**config.mk**
```make
export PLATFORM = sky130hd
export DESIGN_NAME = display_timing_480p
export DESIGN_NICKNAME = d
export VERILOG_FILES = /design/src/rtl/display_timing_480p_pkg.sv /design/src/rtl/display_timing_480p.sv
export SDC_FILE = /design/constraint.sdc
export NUM_CORES = 1
export LEC_CHECK = 0
export ABC_AREA = 1
export BUFFER_PORTS_ARGS = -buffer_cell sky130_fd_sc_hd__buf_2
export CORE_UTILIZATION = 52
export DETAILED_ROUTE_END_ITERATION = 10
export HOLD_SLACK_MARGIN = 0.08
export PLACE_DENSITY_LB_ADDON = 0.2
export SLEW_MARGIN = 20
export SYNTH_ARGS = -nofsm -noshare
export SYNTH_HDL_FRONTEND = slang
export SYNTH_SLANG_ARGS = --single-unit
```
**constraint.sdc**
```tcl
create_clock -name clk_pix -period 1.39 [get_ports clk_pix]
set_input_delay 0.0695 -clock clk_pix [delete_from_list [all_inputs] [get_ports clk_pix]]
set_output_delay 0.0695 -clock clk_pix [all_outputs]
set_load 0.1 [all_outputs]
```
**src/rtl/display_timing_480p_pkg.sv**
```systemverilog
// Shared display definitions: 640x480 timing constants, line/frame total helper
// and the coordinate type used throughout the pixel pipeline.
package display_timing_480p_pkg;

    localparam int CORDW  = 10;

    localparam int H_RES  = 640;
    localparam int H_FP   = 16;
    localparam int H_SYNC = 96;
    localparam int H_BP   = 48;

    localparam int V_RES  = 480;
    localparam int V_FP   = 10;
    localparam int V_SYNC = 2;
    localparam int V_BP   = 33;

    // Total period of one axis: visible region plus both porches and the sync pulse.
    function automatic int axis_total(input int res, input int fp, input int sync, input int bp);
        return res + fp + sync + bp;
    endfunction

    localparam int H_TOTAL = axis_total(H_RES, H_FP, H_SYNC, H_BP);
    localparam int V_TOTAL = axis_total(V_RES, V_FP, V_SYNC, V_BP);

    typedef logic [CORDW-1:0] coord_t;

endpackage

```
**src/rtl/display_timing_480p.sv**
```systemverilog
// Video timing generator: pixel position counters plus one registered output stage,
// held idle (and restarted from the top-left pixel) whenever the pixel PLL is unlocked.
module display_timing_480p #(
    parameter int   CORDW  = display_timing_480p_pkg::CORDW,
    parameter int   H_RES  = display_timing_480p_pkg::H_RES,
    parameter int   H_FP   = display_timing_480p_pkg::H_FP,
    parameter int   H_SYNC = display_timing_480p_pkg::H_SYNC,
    parameter int   H_BP   = display_timing_480p_pkg::H_BP,
    parameter int   V_RES  = display_timing_480p_pkg::V_RES,
    parameter int   V_FP   = display_timing_480p_pkg::V_FP,
    parameter int   V_SYNC = display_timing_480p_pkg::V_SYNC,
    parameter int   V_BP   = display_timing_480p_pkg::V_BP,
    parameter logic H_POL  = 1'b0,
    parameter logic V_POL  = 1'b0,
    parameter int   FCW    = 16
) (
    input  logic             clk_pix,
    input  logic             rst_n,
    input  logic             clk_pix_locked,
    output logic [CORDW-1:0] sx,
    output logic [CORDW-1:0] sy,
    output logic             hsync,
    output logic             vsync,
    output logic             de,
    output logic             frame,
    output logic             line,
    output logic [FCW-1:0]   frame_cnt
);
    import display_timing_480p_pkg::*;

    localparam int H_TOTAL = axis_total(H_RES, H_FP, H_SYNC, H_BP);
    localparam int V_TOTAL = axis_total(V_RES, V_FP, V_SYNC, V_BP);

    if ((2**CORDW) < H_TOTAL || (2**CORDW) < V_TOTAL) begin : g_cordw_too_small
        $error("CORDW too narrow for the configured line/frame totals");
    end

    // Region boundaries pre-sized to the counter width so comparisons stay width-matched.
    localparam logic [CORDW-1:0] H_LAST   = CORDW'(H_TOTAL - 1);
    localparam logic [CORDW-1:0] V_LAST   = CORDW'(V_TOTAL - 1);
    localparam logic [CORDW-1:0] H_ACTIVE = CORDW'(H_RES);
    localparam logic [CORDW-1:0] V_ACTIVE = CORDW'(V_RES);
    localparam logic [CORDW-1:0] HS_START = CORDW'(H_RES + H_FP);
    localparam logic [CORDW-1:0] HS_END   = CORDW'(H_RES + H_FP + H_SYNC);
    localparam logic [CORDW-1:0] VS_START = CORDW'(V_RES + V_FP);
    localparam logic [CORDW-1:0] VS_END   = CORDW'(V_RES + V_FP + V_SYNC);

    logic [CORDW-1:0] h_reg, v_reg;
    logic [CORDW-1:0] h_next, v_next;
    logic             de_next, hsync_next, vsync_next, line_next, frame_next;

    always_comb begin
        h_next     = h_reg + 1'b1;
        v_next     = v_reg;
        if (h_reg == H_LAST) begin
            h_next = '0;
            v_next = (v_reg == V_LAST) ? '0 : v_reg + 1'b1;
        end
        de_next    = (h_reg < H_ACTIVE) && (v_reg < V_ACTIVE);
        hsync_next = (h_reg >= HS_START && h_reg < HS_END) ? H_POL : ~H_POL;
        vsync_next = (v_reg >= VS_START && v_reg < VS_END) ? V_POL : ~V_POL;
        line_next  = (h_reg == '0);
        frame_next = (h_reg == '0) && (v_reg == '0);
    end

    always_ff @(posedge clk_pix or negedge rst_n) begin
        if (!rst_n) begin
            h_reg     <= '0;
            v_reg     <= '0;
            sx        <= '0;
            sy        <= '0;
            de        <= 1'b0;
            hsync     <= ~H_POL;
            vsync     <= ~V_POL;
            line      <= 1'b0;
            frame     <= 1'b0;
            frame_cnt <= '0;
        end else if (!clk_pix_locked) begin
            // Abandon any partial frame; frame_cnt keeps its value across the outage.
            h_reg     <= '0;
            v_reg     <= '0;
            sx        <= '0;
            sy        <= '0;
            de        <= 1'b0;
            hsync     <= ~H_POL;
            vsync     <= ~V_POL;
            line      <= 1'b0;
            frame     <= 1'b0;
        end else begin
            h_reg     <= h_next;
            v_reg     <= v_next;
            sx        <= h_reg;
            sy        <= v_reg;
            de        <= de_next;
            hsync     <= hsync_next;
            vsync     <= vsync_next;
            line      <= line_next;
            frame     <= frame_next;
            if (frame_next) begin
                frame_cnt <= frame_cnt + 1'b1;
            end
        end
    end

endmodule
```
==> results_dict.tcl <==
set metrics [dict create \
    cts_tree "built" \
    core_area_sq_um 5640 \
    intPower_w 0.00283 \
    synth_seq_cells 61 \
    regMostFlops "frame_cnt" \
    layout.nets 495 \
    reg2regPathDepth 9 \
    rsz0062_at_grt "true" \
    comb_power_share_pct 26.8 \
    die_w_um 79.6 \
    outcome "finished with violations" \
    relSlewSlack_pct 67.3 \
    p_per_area_nw_per_um2 1110 \
    clk_pin_slew_ns 0.07 \
    areaGrowthSynthToFinish_pct 30.8 \
    largest_register_ffs 16 \
    power_frac_clock_pct 28.8 \
    cts_buffers 9 \
    rows 27 \
    antenna_found_initial 0 \
    cp_cell_sequence "inv_2 > ha_4 > inv_4 > nor3_2 > nand3_2 > nor2_4 > buf_6 > nand3_1 > nand2_1" \
    post-route-period-util_pct 108 \
    p_leak_nw 2.17 \
    grt-ovfl-total 0 \
    h-tree-depth 3 \
    fill_cells 432 \
    syn_inst 403 \
    first_iter_violations 154 \
    numClockSinks 61 \
    synth_top_area_share_pct 47.2 \
    grt_pass1_vias 2672 \
    critPathKind "flip-flop to flip-flop" \
    netlist_top_cells_count "136 x nand2_1, 59 x dfrtp_1, 50 x inv_1, 44 x nor2_1, 29 x nand3_1" \
    diodes 0 \
    finalSetupViolCount 25 \
    root_buffer "clkbuf_8" \
    grt_max_degree 62 \
    p_sw_share_pct 38.0 \
    setup_slack_ns -0.117 \
    p_switching_w 0.00173 \
    cp_slowest_cell "dfrtp_1" \
    start_util_pct 55.5 \
    fin_skew_ns 0.00532 \
    worst_slew_pin_slew_ns 0.494 \
    dpl.hpwl_um 4770 \
    dr.pass1.iters 4 \
    portBuffers 43 \
    grt_pass1_wl_um 11800 \
    pre_cts_ws_ns -0.151 \
    routed_wl_um 7250 \
    vias 2861 \
    cp.required_ns 1.65 \
    drive_above_1_share_pct 37.2 \
    drcViolationCount 0 \
    synthMostInstantiatedCell "nand2_1" \
    syn-cell-area_sq_um 3130 \
    tns_ns -1.50 \
    async_reset_ff_share_pct 100 \
    gp_congestion 0.932 \
    die_h_um 79.6 \
    violations "setup timing" \
    cp.arrival_ns 1.77 \
    final_antenna_net_count 0 \
    synthTopCellsByArea "dfrtp_1 47%, nand2_1 16%, inv_1 6.0%, nor2_1 5.3%, nand3_1 4.6%" \
    synth_edf_count 0 \
    clk_path_buf_depth 2 \
    synth_nets 411 \
    ios 44 \
    clk_latency_ns 0.33 \
    synth_top_area_cell "dfrtp_1" \
    worstSetupStartpointType "flip-flop" \
    period_needed_ns 1.51 \
    finalHoldViolCount 0 \
    p_seq_share_pct 44.4 \
    hold_path_class "primary input to flip-flop" \
    die_area_sq_um 6330 \
    min_delay_path_depth 3 \
    wire_per_inst_um 12.9 \
    syn_avg_cell_area_sq_um 7.77 \
    irDropWorstVdd_mv 0.873 \
    drt-vias-per-instance 5.07 \
    yosysUniqueCellTypes 29 \
    crit_path_max_fanout 4 \
    yosys_warnings 0 \
    finalMaxSlewViolations 0 \
    ys_seq_area_share_pct 48.8 \
    synth-main-ff-cell "dfrtp_1" \
    max_freq_mhz 663 \
    critical_path.max_stage_delay_ns 0.40 \
    maxCapViolCount 0 \
    cp-end-kind "flip-flop" \
    track_usage_pct 24.4 \
]
-- worst paths after layout --
| kind | from | end | slack, ns |
|---|---|---|---|
| worst max-delay path | v_reg[0]$_DFFE_PN0P_ | frame_cnt[3]$_DFFE_PN0P_ | -0.12 |
| worst min-delay path | clk_pix_locked | sy[9]$_DFF_PN0_ | 0.12 |
| worst max register to register | v_reg[0]$_DFFE_PN0P_ | frame_cnt[3]$_DFFE_PN0P_ | -0.12 |
| worst min register to register | frame_cnt[14]$_DFFE_PN0P_ | frame_cnt[14]$_DFFE_PN0P_ | 0.53 |
| max in group asynchronous | rst_n | vsync$_DFF_PN1_ | 0.82 |
| min in group asynchronous | rst_n | sx[4]$_DFF_PN0_ | 0.27 |
-- critical path, delay by kind of cell, from the launching register on --
kind | cells | cell delay, ns
flip-flops | 1 | 0.40
AND/OR/NAND/NOR | 5 | 0.64
adder cells (fa/ha/maj) | 1 | 0.13
buffers and inverters | 3 | 0.27
-- final cells by class --
type,count,area [sq um],share of cell area [%]
sequential,61,1580,38.5
tap,72,90.1,2.20
timing repair buffer,81,527,12.9
timing repair inverter,1,11.3,0.275
clock buffer,11,131,3.21
clock inverter,5,27.5,0.672
inverter,55,216,5.29
multi-input combinational,278,1510,37.0
-- per-stage QoR --
stage | hold WS (ns) | total power (W) | cell area, sq um | util [%] | std cells
2_1_floorplan | -0.226 | 0.00294 | 3210 | - | 403
3_3_place_gp | 0.102 | 0.00317 | 3670 | 65.1 | 537
3_5_place_dp | 0.104 | 0.00319 | 3670 | 65.1 | 537
4_1_cts | 0.0929 | 0.00452 | 3980 | 70.5 | 559
5_1_grt | 0.118 | 0.00474 | 4100 | 72.6 | 564
6_report | 0.123 | 0.00456 | 4100 | 72.6 | 564
-- placed cells by master (no fill, tap or decap), types with 4 or more instances in the layout --
cell	count
clkbuf_8	9
inv_1	46
o21ai_1	7
buf_2	43
a21oi_1	5
buf_4	33
nand2_2	18
nor2_1	35
xor2_1	6
nand2_1	120
dfrtp_4	10
inv_2	7
nand3_2	5
dfrtp_2	9
dfrtp_1	40
nor3_1	6
nor2_2	12
clkinv_2	4
xnor2_1	7
nand3_1	25
nor2_4	7
-- per-layer routing --
metal  wire length, um  track usage, %  part of all wire [%]
met1              3120            31.5                    43
met2              3680            39.3                    51
met3               349            4.57                   4.8
met5                 0               0                     0
met4               101            11.5                   1.4
-- repair_timing --
item / in CTS / in global routing
buffers inserted: 3 / 7
hold buffers: 1 / 0
gates cloned: 2 / 0
gates resized for setup: 30 / 26
setup endpoints to repair: 31 / 33
pin swaps: 17 / 27
hold endpoints to repair: 61 / 0
-- cells by family (layout without fill, tap and decap cells) --
group | after synthesis | after routing | synth area share (%)
AOI/OAI and AO/OA | 20 | 20 | 3.40
xor gates and xnor gates | 13 | 13 | 3.64
adders and majority gates | 5 | 5 | 2.00
buffers and inverters | 65 | 153 | 8.99
DFF | 61 | 61 | 48.8
and+or+nand+nor | 239 | 240 | 33.1
-- power by group through the flow --
stage / clock network [W] / registers, W / logic [W]
4_1_cts: 0.00133 / 0.00202 / 0.00117
3_3_place_gp: 0 / 0.00205 / 0.00112
3_5_place_dp: 0 / 0.00206 / 0.00113
2_1_floorplan: 0 / 0.00262 / 0.000319
5_1_grt: 0.00140 / 0.00204 / 0.00130
6_report: 0.00131 / 0.00202 / 0.00122
Note: power is estimated with default switching activity, not from simulation.
